==> src/rtl/resv_dispatch_arb.sv <==
// Dispatch arbiter between decode and the reservation stations: a one-entry packet
// buffer, round-robin selection of an eligible RS, flush sequencing and a blocked-cycle counter.
module resv_dispatch_arb #(
    parameter int                N_RS          = 4,
    parameter int                W_RS_IDX      = 2,
    parameter int                W_PD_UOPS     = 6,
    parameter int                W_PKT         = 150,
    parameter logic [8*N_RS-1:0] RS_CLASS_MASK = {N_RS{8'hFF}},
    parameter int                FLUSH_CYC     = 2
) (
    input  logic              clk,
    input  logic              rst_n,
    input  logic [W_PKT-1:0]  DFI_PD_pkt,
    input  logic              CFI_PC_vld,
    output logic              CFO_PC_rdy,
    input  logic [N_RS-1:0]   CFI_PC_full,
    input  logic              CFI_PC_flush,
    output logic [W_PKT-1:0]  DFO_PD_pkt,
    output logic [N_RS-1:0]   CFO_PC_ena,
    output logic              CFO_PC_clear,
    output logic              CFO_PC_err,
    output logic [15:0]       CDO_PD_blkcnt
);

    typedef enum logic [1:0] {
        ST_EMPTY = 2'd0,
        ST_FULL  = 2'd1,
        ST_FLUSH = 2'd2
    } state_t;

    state_t              state_r;
    logic [W_PKT-1:0]    buf_pkt_r;
    logic [W_RS_IDX-1:0] rr_ptr_r;
    logic [15:0]         blkcnt_r;
    logic [3:0]          flush_cnt_r;

    logic [2:0]          cls_s;
    logic [N_RS-1:0]     route_s;
    logic [N_RS-1:0]     elig_s;
    logic [W_RS_IDX-1:0] sel_s;
    logic                found_s;
    logic                dispatch_s;
    logic                drop_s;
    logic                blocked_s;

    // Class lookup and eligibility of each RS for the buffered packet
    always_comb begin
        cls_s   = buf_pkt_r[W_PD_UOPS-1 -: 3];
        route_s = '0;
        elig_s  = '0;
        for (int k = 0; k < N_RS; k++) begin
            route_s[k] = RS_CLASS_MASK[8*k + int'(cls_s)];
            elig_s[k]  = route_s[k] & ~CFI_PC_full[k];
        end
    end

    // Round-robin search starting at rr_ptr_r, first eligible RS wins
    always_comb begin
        sel_s   = '0;
        found_s = 1'b0;
        for (int i = 0; i < N_RS; i++) begin
            if (!found_s && elig_s[(int'(rr_ptr_r) + i) % N_RS]) begin
                found_s = 1'b1;
                sel_s   = W_RS_IDX'((int'(rr_ptr_r) + i) % N_RS);
            end else begin
                found_s = found_s;
            end
        end
    end

    // Buffer disposition and handshake outputs; flush overrides everything
    always_comb begin
        dispatch_s   = (state_r == ST_FULL) && found_s;
        drop_s       = (state_r == ST_FULL) && (route_s == '0);
        blocked_s    = (state_r == ST_FULL) && (route_s != '0) && !found_s;
        CFO_PC_rdy   = !CFI_PC_flush && ((state_r == ST_EMPTY) || dispatch_s || drop_s);
        CFO_PC_err   = !CFI_PC_flush && drop_s;
        CFO_PC_clear = (state_r == ST_FLUSH);
        if (dispatch_s && !CFI_PC_flush) begin
            CFO_PC_ena = N_RS'(1) << sel_s;
        end else begin
            CFO_PC_ena = '0;
        end
    end

    assign DFO_PD_pkt    = buf_pkt_r;
    assign CDO_PD_blkcnt = blkcnt_r;

    // Controller state, packet buffer, round-robin pointer and blocked counter
    always_ff @(posedge clk or negedge rst_n) begin
        if (!rst_n) begin
            state_r     <= ST_EMPTY;
            buf_pkt_r   <= '0;
            rr_ptr_r    <= '0;
            blkcnt_r    <= 16'd0;
            flush_cnt_r <= 4'd0;
        end else if (CFI_PC_flush) begin
            state_r     <= ST_FLUSH;
            flush_cnt_r <= 4'(FLUSH_CYC);
        end else begin
            case (state_r)
                ST_EMPTY: begin
                    if (CFI_PC_vld) begin
                        buf_pkt_r <= DFI_PD_pkt;
                        state_r   <= ST_FULL;
                    end else begin
                        state_r   <= ST_EMPTY;
                    end
                end
                ST_FULL: begin
                    if (blocked_s) begin
                        if (blkcnt_r != 16'hFFFF) begin
                            blkcnt_r <= blkcnt_r + 16'd1;
                        end else begin
                            blkcnt_r <= blkcnt_r;
                        end
                    end else begin
                        if (dispatch_s) begin
                            rr_ptr_r <= W_RS_IDX'((int'(sel_s) + 1) % N_RS);
                        end else begin
                            rr_ptr_r <= rr_ptr_r;
                        end
                        // Buffer frees this cycle whether dispatched or dropped
                        if (CFI_PC_vld) begin
                            buf_pkt_r <= DFI_PD_pkt;
                            state_r   <= ST_FULL;
                        end else begin
                            state_r   <= ST_EMPTY;
                        end
                    end
                end
                ST_FLUSH: begin
                    if (flush_cnt_r <= 4'd1) begin
                        flush_cnt_r <= 4'd0;
                        state_r     <= ST_EMPTY;
                    end else begin
                        flush_cnt_r <= flush_cnt_r - 4'd1;
                    end
                end
                default: begin
                    state_r     <= ST_EMPTY;
                    flush_cnt_r <= 4'd0;
                end
            endcase
        end
    end

endmodule

==> config.mk <==
export PLATFORM = sky130hd
export DESIGN_NAME = resv_dispatch_arb
export DESIGN_NICKNAME = d
export VERILOG_FILES = /design/src/rtl/resv_dispatch_arb.sv
export SDC_FILE = /design/constraint.sdc
export NUM_CORES = 1
export LEC_CHECK = 0
export ABC_AREA = 1
export CAP_MARGIN = 20
export CORE_UTILIZATION = 35
export CTS_CLUSTER_DIAMETER = 50
export CTS_CLUSTER_SIZE = 40
export DETAILED_ROUTE_END_ITERATION = 10
export GPL_TIMING_DRIVEN = 0
export HOLD_SLACK_MARGIN = 0.08
export PLACE_DENSITY = 0.66
export SLEW_MARGIN = 30
export SYNTH_ARGS = -nofsm -noshare
export SYNTH_HDL_FRONTEND = slang
export SYNTH_SLANG_ARGS = --single-unit
==> constraint.sdc <==
create_clock -name clk -period 2.5 [get_ports clk]
set_input_delay 0.25 -clock clk [delete_from_list [all_inputs] [get_ports clk]]
set_output_delay 0.25 -clock clk [all_outputs]
set_load 0.005 [all_outputs]
==> results.yml <==
pwr:
  p_switching_mw: 4.36
  clockPowerShare_pct: 21.2
  ir_worst_vdd_mv: 0.473
  seqPwrFrac_pct: 35.6
  switching_share_pct: 33.3
  powerDensity_mw_per_mm2: 1070
  internal-power_mw: 8.75
  comb_power_share_pct: 43.1
  p_leak_nw: 5.88
yosys:
  synth_area_leaders: "dfrtp_1, nand2_1, nand3_1, nand4_1, nor2_1"
  synth.most_common_cell: "nand2_1"
  synth_fp_nets: 1086
  syn_area_per_cell_sq_um: 8.31
  yosysSeqAreaShare_pct: 56.9
  ys_ff_latch: 174
  synth-edff-count: 0
  synthDistinctLibCells: 27
  ys_warn_count: 0
  synth_top_cell_by_area: "dfrtp_1"
  async_flop_share_pct: 100
  synth_top_area_share_pct: 56.9
  netlist_instances: 921
  synth_area_sq_mm: 0.00765
  synth_common_cells: "nand2_1, dfrtp_1, nand3_1"
  synth_ff_type: "dfrtp_1"
worst_setup_path:
  r2r_slack_ns: 0.23
  reg2reg_from: "rr_ptr_r[0]"
  reg2regPathDepth: 13
  r2r_end: "DFO_PD_pkt[106]"
  arrival_ns: 2.34
  path_max_fanout: 5
  worstSetupStartpointType: "flip-flop"
  critPathRequiredTime_ns: 2.25
  critPathKind: "reg2out"
  cpPeakStageDelay_ns: 0.46
  crit_end: "CFO_PC_ena[3]"
  startpoint: "rr_ptr_r[0]"
  worstPathCellList: "buf_6 > o21ai_4 > buf_4 > nand3_4 > inv_2 > nand2_1 > nand3_2 > nand2_4 > inv_4 > ha_1 > inv_1 > nor2_1 > buf_2"
  critPathSlowestCell: "dfrtp_2"
  critPathCaptureType: "output port"
die:
  core_sq_mm: 0.0212
  die_x_um: 150
  rows: 53
  die_area_sq_mm: 0.0225
  io_pins: 331
  die_h_um: 150
  initial_core_util_pct: 36.0
timing:
  fmaxAchievable_mhz: 387
  fin_ws_ns: -0.0865
  fin_tns_setup_ns: -0.215
  layout_min_cycle_time_ns: 2.59
  setup_viol: 4
  rsz0062_at_grt: "true"
  hold_viol: 0
  timing.hold.ws_ns: 0.371
  tightest_slew_ns: 0.630
  relSlewSlack_pct: 58.0
  drv_slew: 0
  post-route-period-util_pct: 103
  skew_ns: 0.0103
grt:
  grt_max_degree: 71
  track_usage_pct: 22.2
  antenna_found_initial: 1
  grt_pass1_vias: 7274
  grt_pass1_wl_um: 38500
  grt-ovfl-total: 0
finish:
  drive_above_1_share_pct: 9.98
  multiInputGateArea_sq_mm: 0.00305
  nFillCells: 1937
  syn_to_final_growth_pct: 60.7
  final_nets: 1455
  seq_area_sq_mm: 0.00436
clock_network:
  clockRootBuffer: "clkbuf_16"
  insertion_delay_ns: 0.43
  cts_num_sinks: 174
  tritoncts: "built"
  htree_levels: 4
  cts_max_path_buffers: 2
  clkSlewWorstSetupHoldPaths_ns: 0.08
  cts_made_buffers: 17
detailed_routing:
  drc: 0
  first_pass_iters: 4
  dr_total_vias: 7426
  drtIter0Drc: 350
  totalWireLength_um: 25300
  ant_nets: 0
  vias_per_cell: 4.70
  wire_per_inst_um: 16.0
placement:
  port-buffer-count: 329
  hpwl_um: 18000
  place_congestion: 0.827
  place_ws_ns: -0.508
flow_run:
  cap_violations: 0
worst_hold_path:
  hold_class: "in2reg"
  min_from: "DFI_PD_pkt[6]"
run_status:
  outcome: "finished, violations left"
  violations: "setup timing"
## metrics by stage
stage | area, sq um | total power, mW | cells | utilization (%)
finish | 12300 | 13.1 | 1579 | 57.9
CTS | 12100 | 12.8 | 1572 | 57.1
global placement | 11300 | 9.59 | 1525 | 53.2
global route | 12300 | 14.0 | 1579 | 57.9
detailed placement | 11300 | 9.69 | 1527 | 53.5
floorplan | 7650 | 6.45 | 921 | -
## cell type report
cell class	count	area share (%)
timing repair buffer	351	28.5
tap	275	2.80
inverter	33	1.07
buffer	55	2.40
clock inverter	14	1.37
antenna	1	0.0204
multi-input combinational	658	24.8
clock buffer	18	3.57
sequential	174	35.4
## flip-flops by register name (all words and copies together) (netlist names)
name / cells
CDO_PD_blkcnt: 16
DFO_PD_pkt: 150
flush_cnt_r: 4
rr_ptr_r: 2
state_r: 2
## layout by cell type (no fill, tap or decap), types with 8 or more instances in the layout
cell type / n
nand2_1: 394
clkdlybuf4s50_1: 323
dfrtp_1: 173
nand3_1: 155
nor2_1: 29
buf_4: 26
inv_1: 25
nand4_1: 21
buf_2: 19
clkbuf_16: 17
clkbuf_1: 14
nand2_2: 10
buf_1: 9
buf_6: 8
## routing by layer
metal,global-route usage (%),routed length [um],vias up
met5,0,0,-
met4,8.23,684,0
met3,6.52,1940,38
met2,36.5,12300,258
met1,27.4,10300,3438
li1,-,-,3692
## cells by family (layout without fill, tap and decap cells)
| group | after synthesis | after routing | synth area share [%] |
|---|---|---|---|
| simple gates | 627 | 627 | 34.4 |
| fa+ha+maj | 7 | 7 | 1.14 |
| compound gates | 13 | 13 | 0.949 |
| buf+inv | 89 | 471 | 5.38 |
| other cells | 1 | 2 | 0.0490 |
| flops | 174 | 174 | 56.9 |
| xor+xnor | 10 | 10 | 1.14 |
## worst min path at each step
stage	slack, ns	cells after the start	endpoint
4_1_cts	0.36	3	DFO_PD_pkt[6]
3_3_place_gp	0.45	2	DFO_PD_pkt[3]
2_1_floorplan	-0.05	0	CDO_PD_blkcnt[0]
3_5_place_dp	0.25	1	DFO_PD_pkt[63]
5_1_grt	0.36	3	DFO_PD_pkt[63]
6_report	0.37	3	DFO_PD_pkt[6]
## power by group through the flow
| stage | Combinational (mW) | Clock, mW | Sequential [mW] |
|---|---|---|---|
| after floorplan | 1.71 | 0 | 4.74 |
| after global placement | 4.93 | 0 | 4.66 |
| after detailed placement | 5.02 | 0 | 4.67 |
| after CTS | 5.34 | 2.84 | 4.66 |
| after global routing | 6.22 | 2.96 | 4.80 |
| final | 5.65 | 2.78 | 4.67 |
## worst max-delay path: cells and delay by family, from the launching register on
kind	cells	cell delay (ns)
buf+inv	6	0.65
flops	1	0.46
simple gates	5	0.41
fa+ha+maj	1	0.15
compound gates	1	0.24
## repair_timing
item | in CTS | in global routing
pin swaps | 10 | 15
hold endpoints to repair | 69 | 0
gates cloned | 1 | 0
resized for setup | 43 | 35
hold buffers | 1 | 0
endpoints found under the setup margin | 16 | 15
setup buffers | 12 | 6
Power figures use the tool's default switching activity.
